## src/rtl/jtframe_ioctl_pkg.sv

```systemverilog
// Shared definitions for the ioctl byte-to-word packer: byte-lane enables and
// the FIFO entry layout {word address, 16-bit data, 2-bit byte enable}.
package jtframe_ioctl_pkg;

  localparam logic [1:0] BE_LO = 2'b01;
  localparam logic [1:0] BE_HI = 2'b10;
  localparam logic [1:0] BE_ALL = 2'b11;

  // Bits carried next to the word address in every FIFO entry: data + enables.
  localparam int ENTRY_PAYLOAD_W = 18;

  function automatic int entry_w(input int addr_w);
    return addr_w + ENTRY_PAYLOAD_W;
  endfunction

endpackage

```

## src/rtl/jtframe_ioctl_fifo.sv

```systemverilog
// Single-clock FIFO with registered storage. A push while full is accepted
// only when a pop frees the head slot on the same edge.
module jtframe_ioctl_fifo #(
  parameter int W  = 40,
  parameter int AW = 2
) (
  input  logic         clk,
  input  logic         rst_n,
  input  logic         push,
  input  logic [W-1:0] wdata,
  input  logic         pop,
  output logic [W-1:0] head,
  output logic         full,
  output logic         empty
);

  localparam int DEPTH = 1 << AW;

  logic [W-1:0]  mem [DEPTH];
  logic [AW:0]   wr_ptr;
  logic [AW:0]   rd_ptr;
  logic          wr_en;
  logic          rd_en;

  // One extra pointer bit tells a full ring apart from an empty one.
  assign empty = (wr_ptr == rd_ptr);
  assign full  = (wr_ptr[AW] != rd_ptr[AW]) && (wr_ptr[AW-1:0] == rd_ptr[AW-1:0]);
  assign rd_en = pop & ~empty;
  assign wr_en = push & (~full | rd_en);
  assign head  = mem[rd_ptr[AW-1:0]];

  // NOTE: state registers use non-blocking assignments so every always_ff
  // samples the pre-edge values of the others, whatever the evaluation order.
  always_ff @(posedge clk) begin
    if (!rst_n) begin
      wr_ptr <= '0;
      rd_ptr <= '0;
    end else begin
      if (wr_en) wr_ptr <= wr_ptr + 1'b1;
      if (rd_en) rd_ptr <= rd_ptr + 1'b1;
    end
  end

  // NOTE: storage carries no reset; the pointers alone define which entries
  // are valid, and leaving the array unreset lets it map onto plain RAM.
  always_ff @(posedge clk) begin
    if (wr_en) mem[wr_ptr[AW-1:0]] <= wdata;
  end

endmodule

```

## src/rtl/jtframe_ioctl_packer.sv

```systemverilog
// Packs ioctl ROM-download bytes into 16-bit SDRAM words with byte enables,
// buffering them in a small FIFO so SDRAM write latency never stalls the SPI.
module jtframe_ioctl_packer
  import jtframe_ioctl_pkg::*;
#(
  parameter int FIFO_AW = 2,
  parameter int ADDR_W  = 22
) (
  input  logic              clk_rom,
  input  logic              rst_n,
  input  logic              ioctl_rom,
  input  logic              ioctl_wr,
  input  logic [25:0]       ioctl_addr,
  input  logic [7:0]        ioctl_dout,
  output logic              prog_we,
  output logic [ADDR_W-1:0] prog_addr,
  output logic [15:0]       prog_data,
  output logic [1:0]        prog_be,
  input  logic              prog_rdy,
  output logic              dwnld_busy,
  output logic              ovf_err,
  output logic              range_err
);

  localparam int EW = entry_w(ADDR_W);

  // Assembler register and its next value
  logic              asm_valid;
  logic [ADDR_W-1:0] asm_addr;
  logic [15:0]       asm_data;
  logic [1:0]        asm_be;
  logic              nxt_valid;
  logic [ADDR_W-1:0] nxt_addr;
  logic [15:0]       nxt_data;
  logic [1:0]        nxt_be;

  logic              rom_q;
  logic              busy;
  logic              accept;
  logic              in_range;
  logic              byte_ok;
  logic              lane;
  logic [1:0]        lane_be;
  logic [ADDR_W-1:0] byte_waddr;
  logic              full_word;
  logic              live;
  logic              addr_change;
  logic              fall;
  logic              push;
  logic [EW-1:0]     push_word;
  logic [EW-1:0]     head;
  logic              fifo_full;
  logic              fifo_empty;
  logic              pop;

  assign accept      = ioctl_wr & ioctl_rom;
  assign in_range    = (ioctl_addr >> (ADDR_W + 1)) == '0;
  assign byte_ok     = accept & in_range;
  assign lane        = ioctl_addr[0];
  assign lane_be     = lane ? BE_HI : BE_LO;
  assign byte_waddr  = ioctl_addr[ADDR_W:1];
  assign full_word   = asm_valid & (asm_be == BE_ALL);
  // A completed word is already on its way out, so it no longer accepts merges.
  assign live        = asm_valid & ~full_word;
  assign addr_change = byte_ok & live & (byte_waddr != asm_addr);
  assign fall        = rom_q & ~ioctl_rom;
  assign pop         = prog_rdy & ~fifo_empty;

  // NOTE: every signal driven here gets a default first, so no path through
  // the block leaves a value unassigned and no latch is inferred.
  always_comb begin
    nxt_valid = asm_valid;
    nxt_addr  = asm_addr;
    nxt_data  = asm_data;
    nxt_be    = asm_be;
    push      = 1'b0;
    push_word = {asm_addr, asm_data, asm_be};

    if (full_word || addr_change) push = 1'b1;

    if (full_word) begin
      nxt_valid = 1'b0;
      nxt_be    = '0;
    end

    if (byte_ok) begin
      if (!live || byte_waddr != asm_addr) begin
        nxt_valid = 1'b1;
        nxt_addr  = byte_waddr;
        nxt_data  = lane ? {ioctl_dout, 8'h00} : {8'h00, ioctl_dout};
        nxt_be    = lane_be;
      end else begin
        if (lane) nxt_data[15:8] = ioctl_dout;
        else      nxt_data[7:0]  = ioctl_dout;
        nxt_be = asm_be | lane_be;
      end
    end

    // Flush takes the post-merge word; it never coincides with another push
    // because a falling window admits no byte and a completed word empties
    // the assembler.
    if (fall && nxt_valid && !push) begin
      push      = 1'b1;
      push_word = {nxt_addr, nxt_data, nxt_be};
      nxt_valid = 1'b0;
      nxt_be    = '0;
    end
  end

  always_ff @(posedge clk_rom) begin
    if (!rst_n) begin
      asm_valid <= 1'b0;
      asm_addr  <= '0;
      asm_data  <= '0;
      asm_be    <= '0;
      rom_q     <= 1'b0;
      busy      <= 1'b0;
      ovf_err   <= 1'b0;
      range_err <= 1'b0;
    end else begin
      asm_valid <= nxt_valid;
      asm_addr  <= nxt_addr;
      asm_data  <= nxt_data;
      asm_be    <= nxt_be;
      rom_q     <= ioctl_rom;
      busy      <= ioctl_rom | asm_valid | ~fifo_empty;
      if (accept && !in_range)           range_err <= 1'b1;
      if (push && fifo_full && !pop)     ovf_err   <= 1'b1;
    end
  end

  jtframe_ioctl_fifo #(
    .W  (EW),
    .AW (FIFO_AW)
  ) u_fifo (
    .clk   (clk_rom),
    .rst_n (rst_n),
    .push  (push),
    .wdata (push_word),
    .pop   (pop),
    .head  (head),
    .full  (fifo_full),
    .empty (fifo_empty)
  );

  assign prog_we    = ~fifo_empty;
  assign dwnld_busy = busy;
  // Mask the unreset storage so every output reads zero while nothing is queued.
  assign {prog_addr, prog_data, prog_be} = fifo_empty ? '0 : head;

endmodule
```

## config.mk

```make
export PLATFORM = sky130hd
export DESIGN_NAME = jtframe_ioctl_packer
export DESIGN_NICKNAME = d
export VERILOG_FILES = /design/src/rtl/jtframe_ioctl_pkg.sv /design/src/rtl/jtframe_ioctl_fifo.sv /design/src/rtl/jtframe_ioctl_packer.sv
export SDC_FILE = /design/constraint.sdc
export NUM_CORES = 1
export LEC_CHECK = 0
export ABC_AREA = 1
export BUFFER_PORTS_ARGS = -buffer_cell sky130_fd_sc_hd__buf_2
export CORE_MARGIN = 1.5
export CORE_UTILIZATION = 50
export DETAILED_ROUTE_END_ITERATION = 10
export PLACE_DENSITY = 0.69
export SLEW_MARGIN = 20
export SYNTH_ARGS = -nofsm -noshare
export SYNTH_HDL_FRONTEND = slang
export SYNTH_HIERARCHICAL = 1
export SYNTH_SLANG_ARGS = --single-unit
```

## constraint.sdc

```tcl
create_clock -name clk_rom -period 9.5 [get_ports clk_rom]
set_input_delay 0.475 -clock clk_rom [delete_from_list [all_inputs] [get_ports clk_rom]]
set_output_delay 0.475 -clock clk_rom [all_outputs]
set_load 0.01 [all_outputs]
```

# --- After elaboration in Yosys (flattened, before gate mapping) ---
# Memories as Yosys holds them, arrays and structs flattened. A register that Yosys moved wholly into a read port is not among the register bits.
# Index checks and enable logic that the tools add are counted.
# W data, S select, Z words.
word_totals:
  ram_bits: 160
  wordCells: 73
  register_bits: 51
  output_inout_bits: 44
  memories: 1
  in_bits: 39
op_classes:
  eq_ne: 5
  reduce_logical: 14
  n_mux: 22
  n_bitwise: 19
  add_sub_neg: 2
mem_list:
  columns: ["memory", "depth", "word_bits", "read_ports", "rd_ports_with_merged_regs", "wr", "line", "rtl"]
  rows:
  - ["u_fifo.mem", 4, 40, 1, 1, 1, "jtframe_ioctl_fifo.sv:19", "logic [W-1:0] mem [DEPTH];"]
ops:
  columns: ["op", "count"]
  rows:
  - ["$mux W40", 2]
  - ["$mux W16", 3]
  - ["$mux W22", 2]
  - ["$logic_not A26 Y1", 1]
  - ["$ne A22 B22 Y1", 1]
  - ["$mux W8", 2]
  - ["$mux W2", 6]
  - ["$and A1 B1 Y1", 10]
  - ["$mux W1", 7]
  - ["$add A3 B1 Y3 const B", 2]
  - ["$logic_and A1 B1 Y1", 6]
  - ["$not A1 Y1", 5]
  - ["$logic_not A1 Y1", 4]
  - ["$eq A3 B3 Y1", 1]
  - ["$or A1 B1 Y1", 3]
  - ["$eq A2 B2 Y1", 1]
  - ["$eq A2 B2 Y1 const B", 1]
  - ["$logic_or A1 B1 Y1", 2]
  - ["$or A2 B2 Y2", 1]
  - ["$reduce_or A2 Y1", 1]
  - ["$ne A1 B1 Y1", 1]

# --- Depth between registers and ports, before layout ---
logic_depth:
  depth_word: 14
  mapped_depth: 13
  mapped_depth_nobuf: 12

# --- Hierarchy ---
# Netlist, hierarchy kept.
modules_own_cells:
  columns: ["module", "area_each_um2", "n_inst", "cells_per_inst", "seq_area_each_um2"]
  rows:
  - ["jtframe_ioctl_fifo", 6338.6, 1, 453, 4964.8]
  - ["jtframe_ioctl_packer", 2827.7, 1, 497, 900.9]

# --- Worst setup path before layout ---
# OpenSTA, ideal clock, no wires.
synth_path:
  path_type: "in2reg"
  from: "in ioctl_addr[25]"
  to: "mem u_fifo.mem[0][0], enable pin"
  setup_ns: 0.437
  t_arrival_ns: 3.160
  slack_ns: 5.903
  stages: 7
  required_time_ns: 9.063
  cell_sequence: "or3_4 > nor2_4 > buf_4 > nand3_1 > nand2_1 > nand2_2 > nor2_1"
synth_between:
  elab_chain_cells: 12
  elab_cells_between_ends: 14
  classes_between: "mux: 5; bitwise: 4; reduce/logical: 5"
synth_lines:
  columns: ["item", "line", "rtl"]
  rows:
  - ["start, declared", "jtframe_ioctl_packer.sv:13", "input logic [25:0] ioctl_addr,"]
  - ["$logic_not A26 Y1 (*)", "jtframe_ioctl_packer.sv:57", "assign in_range = (ioctl_addr >> (ADDR_W + 1)) == '0;"]
  - ["$and A1 B1 Y1 (*)", "jtframe_ioctl_packer.sv:58", "assign byte_ok = accept & in_range;"]
  - ["$and A1 B1 Y1 (2 in a row)", "jtframe_ioctl_packer.sv:65", "assign addr_change = byte_ok & live & (byte_waddr != asm_addr);"]
  - ["$logic_or A1 B1 Y1", "jtframe_ioctl_packer.sv:79", "if (full_word || addr_change) push = 1'b1;"]
  - ["$mux W1", "jtframe_ioctl_packer.sv:79", null]
  - ["$logic_not A1 Y1", "jtframe_ioctl_packer.sv:102", "if (fall && nxt_valid && !push) begin"]
  - ["$logic_and A1 B1 Y1", "jtframe_ioctl_packer.sv:102", null]
  - ["$mux W1 (*)", "jtframe_ioctl_packer.sv:102", null]
  - ["named net push", "jtframe_ioctl_packer.sv:49", "logic push;"]
  - ["$and A1 B1 Y1 (*)", "jtframe_ioctl_fifo.sv:29", "assign wr_en = push & (~full | rd_en);"]
  - ["$mux W1 (*)", "jtframe_ioctl_fifo.sv:47", "if (wr_en) mem[wr_ptr[AW-1:0]] <= wdata;"]
  - ["$mux W1 (implied by the code) (*)", "jtframe_ioctl_fifo.sv:47", null]
  - ["end, declared", "jtframe_ioctl_fifo.sv:19", null]
# Mark *: on every way through the listed nets, which the timed path passes. The rest lies on a longest branch.

==> results.json <==
{
  "switching_share_pct": 18.6,
  "power.net_switching_mw": 0.349,
  "cts.path.max_buffers": 3,
  "die_area_sq_um": 19200,
  "clk_pin_slew_worst_paths_ns": 0.06,
  "relSlewSlack_pct": 39.6,
  "async_flop_share_pct": 0,
  "first_pass_iters": 5,
  "antenna_cells": 0,
  "worstPathCellList": "buf_4 > inv_2 > buf_4 > o21ai_1 > o22ai_1 > inv_1 > nor2_1 > buf_2",
  "yosysUniqueCellTypes": 31,
  "syn_to_final_growth_pct": 12.5,
  "ioPinCount": 83,
  "criticalPathCategory": "register to output pin",
  "avgViaCountPerCell": 5.20,
  "portBuffers": 82,
  "fin_crit_sh_pct": 33.3,
  "wirelength_um": 19000,
  "postSynthCellCount": 950,
  "whs_ns": 0.216,
  "hold_violations": 0,
  "cpPeakStageDelay_ns": 0.70,
  "grt_usage_pct": 20.0,
  "maxCapViolCount": 0,
  "layout_commonest_cell": "nor2_1",
  "finalClockSkew_ns": 0.0115,
  "fp.dieW_um": 138,
  "rsz0062_at_grt": "no",
  "vdd_ir_drop_max_uv": 114,
  "finalSetupViolCount": 0,
  "rows": 49,
  "layout_common_cells": "163 x nor2_1, 160 x edfxtp_1, 152 x nand2_1, 91 x inv_1, 82 x buf_2",
  "ys_warn_count": 6,
  "worstSkewPairLatency_ns": 0.48,
  "start_util_pct": 51.0,
  "p_clk_share_pct": 44.5,
  "grt_pass1_vias": 5939,
  "synth_top_area_cell": "edfxtp_1",
  "ys.flop_type": "edfxtp_1",
  "core-area_sq_um": 18000,
  "fp.dieH_um": 138,
  "p_leak_nw": 4.25,
  "cts_made_buffers": 21,
  "synthesis.nets": 994,
  "cts.repair.resized": 0,
  "ys_ff_latch": 213,
  "intPower_mw": 1.52,
  "seqPwrFrac_pct": 53.3,
  "cp.arrival_ns": 2.69,
  "period_needed_ns": 3.16,
  "postCtsSetupBuffers": 0,
  "grt_max_degree": 82,
  "worstMarginPinSlew_ns": 0.906,
  "synth_area_leaders": "edfxtp_1 52%, dfxtp_1 12%, nor2_1 6.8%",
  "cp-start-kind": "register",
  "dpl.hpwl_um": 11100,
  "drv_slew": 0,
  "postCtsHoldBufs": 0,
  "synth_top_area_share_pct": 52.4,
  "critPathMaxFanout": 81,
  "fin_nets": 1023,
  "max_clock_freq_mhz": 316,
  "grt_pass1_wl_um": 30900,
  "cp.required_ns": 9.03,
  "min_path_type": "primary input to register",
  "finalWeightedCongestion": 0.769,
  "cts_sinks": 213,
  "avgSynthCellArea_sq_um": 9.65,
  "syn_area_sq_um": 9170,
  "critPathSlowestCell": "buf_4",
  "powerDensity_nw_per_um2": 182,
  "worst_setup_path_end_kind": "output pin",
  "drtAntennaViolNets": 0,
  "synth_edf_count": 160,
  "cts_tree": "done",
  "vias": 6359,
  "drc_errors": 0,
  "wl_per_cell_um": 15.6,
  "setup_tns_ns": 0,
  "pwr-share-comb_pct": 2.2,
  "root_buffer": "clkbuf_16",
  "drt_iter0_drc": 444,
  "grt-ovfl-total": 0,
  "antenna_found_initial": 0,
  "htreeDepth": 1,
  "outcome": "completed",
  "drive_gt1_share_pct": 16.2,
  "critPathMostFrequentCell": "buf_4",
  "critical_path.top_delay_family": "buffers and inverters",
  "crit_buf_inv": 5,
  "ys_seq_area_share_pct": 64.0,
  "fill_cells": 1528
}
==> Yosys cell counts, types with 6 or more instances <==
master,n
nor2_1,167
edfxtp_1,160
nand2_1,152
inv_1,91
clkbuf_1,68
o21ai_1,61
dfxtp_1,53
a21oi_1,44
o22ai_1,40
o21ai_0,37
or2_2,16
buf_2,10
nand3_1,8
xor2_1,6
==> cell type report <==
class	instances	area, sq um	area share [%]
tap	229	287	2.78
timing repair buffer	92	485	4.71
inverter	98	368	3.57
clock buffer	33	641	6.21
multi-input combinational	553	2600	25.2
clock inverter	4	68.8	0.667
sequential	213	5870	56.9
==> path summary, 6_finish.rpt <==
check	startpoint	to	slack [ns]	depth (start not counted)
max	register	prog_be[0]	6.34	8
max reg2reg	u_fifo/wr_ptr[1]	u_fifo/mem[1][18]	6.39	12
min reg2reg	ovf_err	ovf_err	0.46	2
min	ioctl_rom	rom_q	0.22	3
==> cell families after synthesis <==
| family | count (synthesis) | synth area share, % |
|---|---|---|
| compound gates | 185 | 10.7 |
| xor+xnor | 9 | 0.942 |
| fa+ha+maj | 5 | 0.683 |
| buf+inv | 184 | 7.97 |
| flops | 213 | 64.0 |
| simple gates | 354 | 15.7 |
==> registers in the layout, summed over array words and instances (netlist names), named ones only <==
register       flops
u_fifo/wr_ptr      3
range_err          1
u_fifo/rd_ptr      3
dwnld_busy         1
asm_be             2
asm_addr          22
u_fifo/mem       160
asm_data          16
rom_q              1
asm_valid          1
ovf_err            1
==> through the flow <==
step | power (mW) | util [%] | cells | area, sq um | setup WS, ns
4_1_cts | 1.89 | 57.4 | 1222 | 10300 | 6.31
6_report | 1.87 | 57.4 | 1222 | 10300 | 6.34
2_1_floorplan | 1.04 | - | 950 | 9170 | 5.90
3_5_place_dp | 1.06 | 53.5 | 1185 | 9610 | 6.21
5_1_grt | 1.93 | 57.4 | 1222 | 10300 | 6.11
3_3_place_gp | 1.06 | 53.5 | 1185 | 9610 | 6.30
==> routing by layer <==
metal	GRT usage, %	part of all wire (%)	up-vias	routed length [um]
li1	-	-	3176	-
met1	28.4	46	2989	8680
met2	33.2	47	176	8920
met3	3.01	6.5	18	1240
met4	3.88	1.0	0	197
met5	0	0	-	0
==> worst min-delay path: stages <==
cell and delay, ns:
buf_2 0.11, nand2_1 0.05, inv_1 0.04
==> power groups by stage <==
stage	sequential (mW)	combinational (mW)	clock (mW)
floorplan	1.02	0.0260	0
global placement	1.02	0.0413	0
detailed placement	1.02	0.0417	0
CTS	0.999	0.0420	0.849
global route	0.999	0.0474	0.888
finish	0.999	0.0420	0.833
Power figures use the tool's default switching activity.
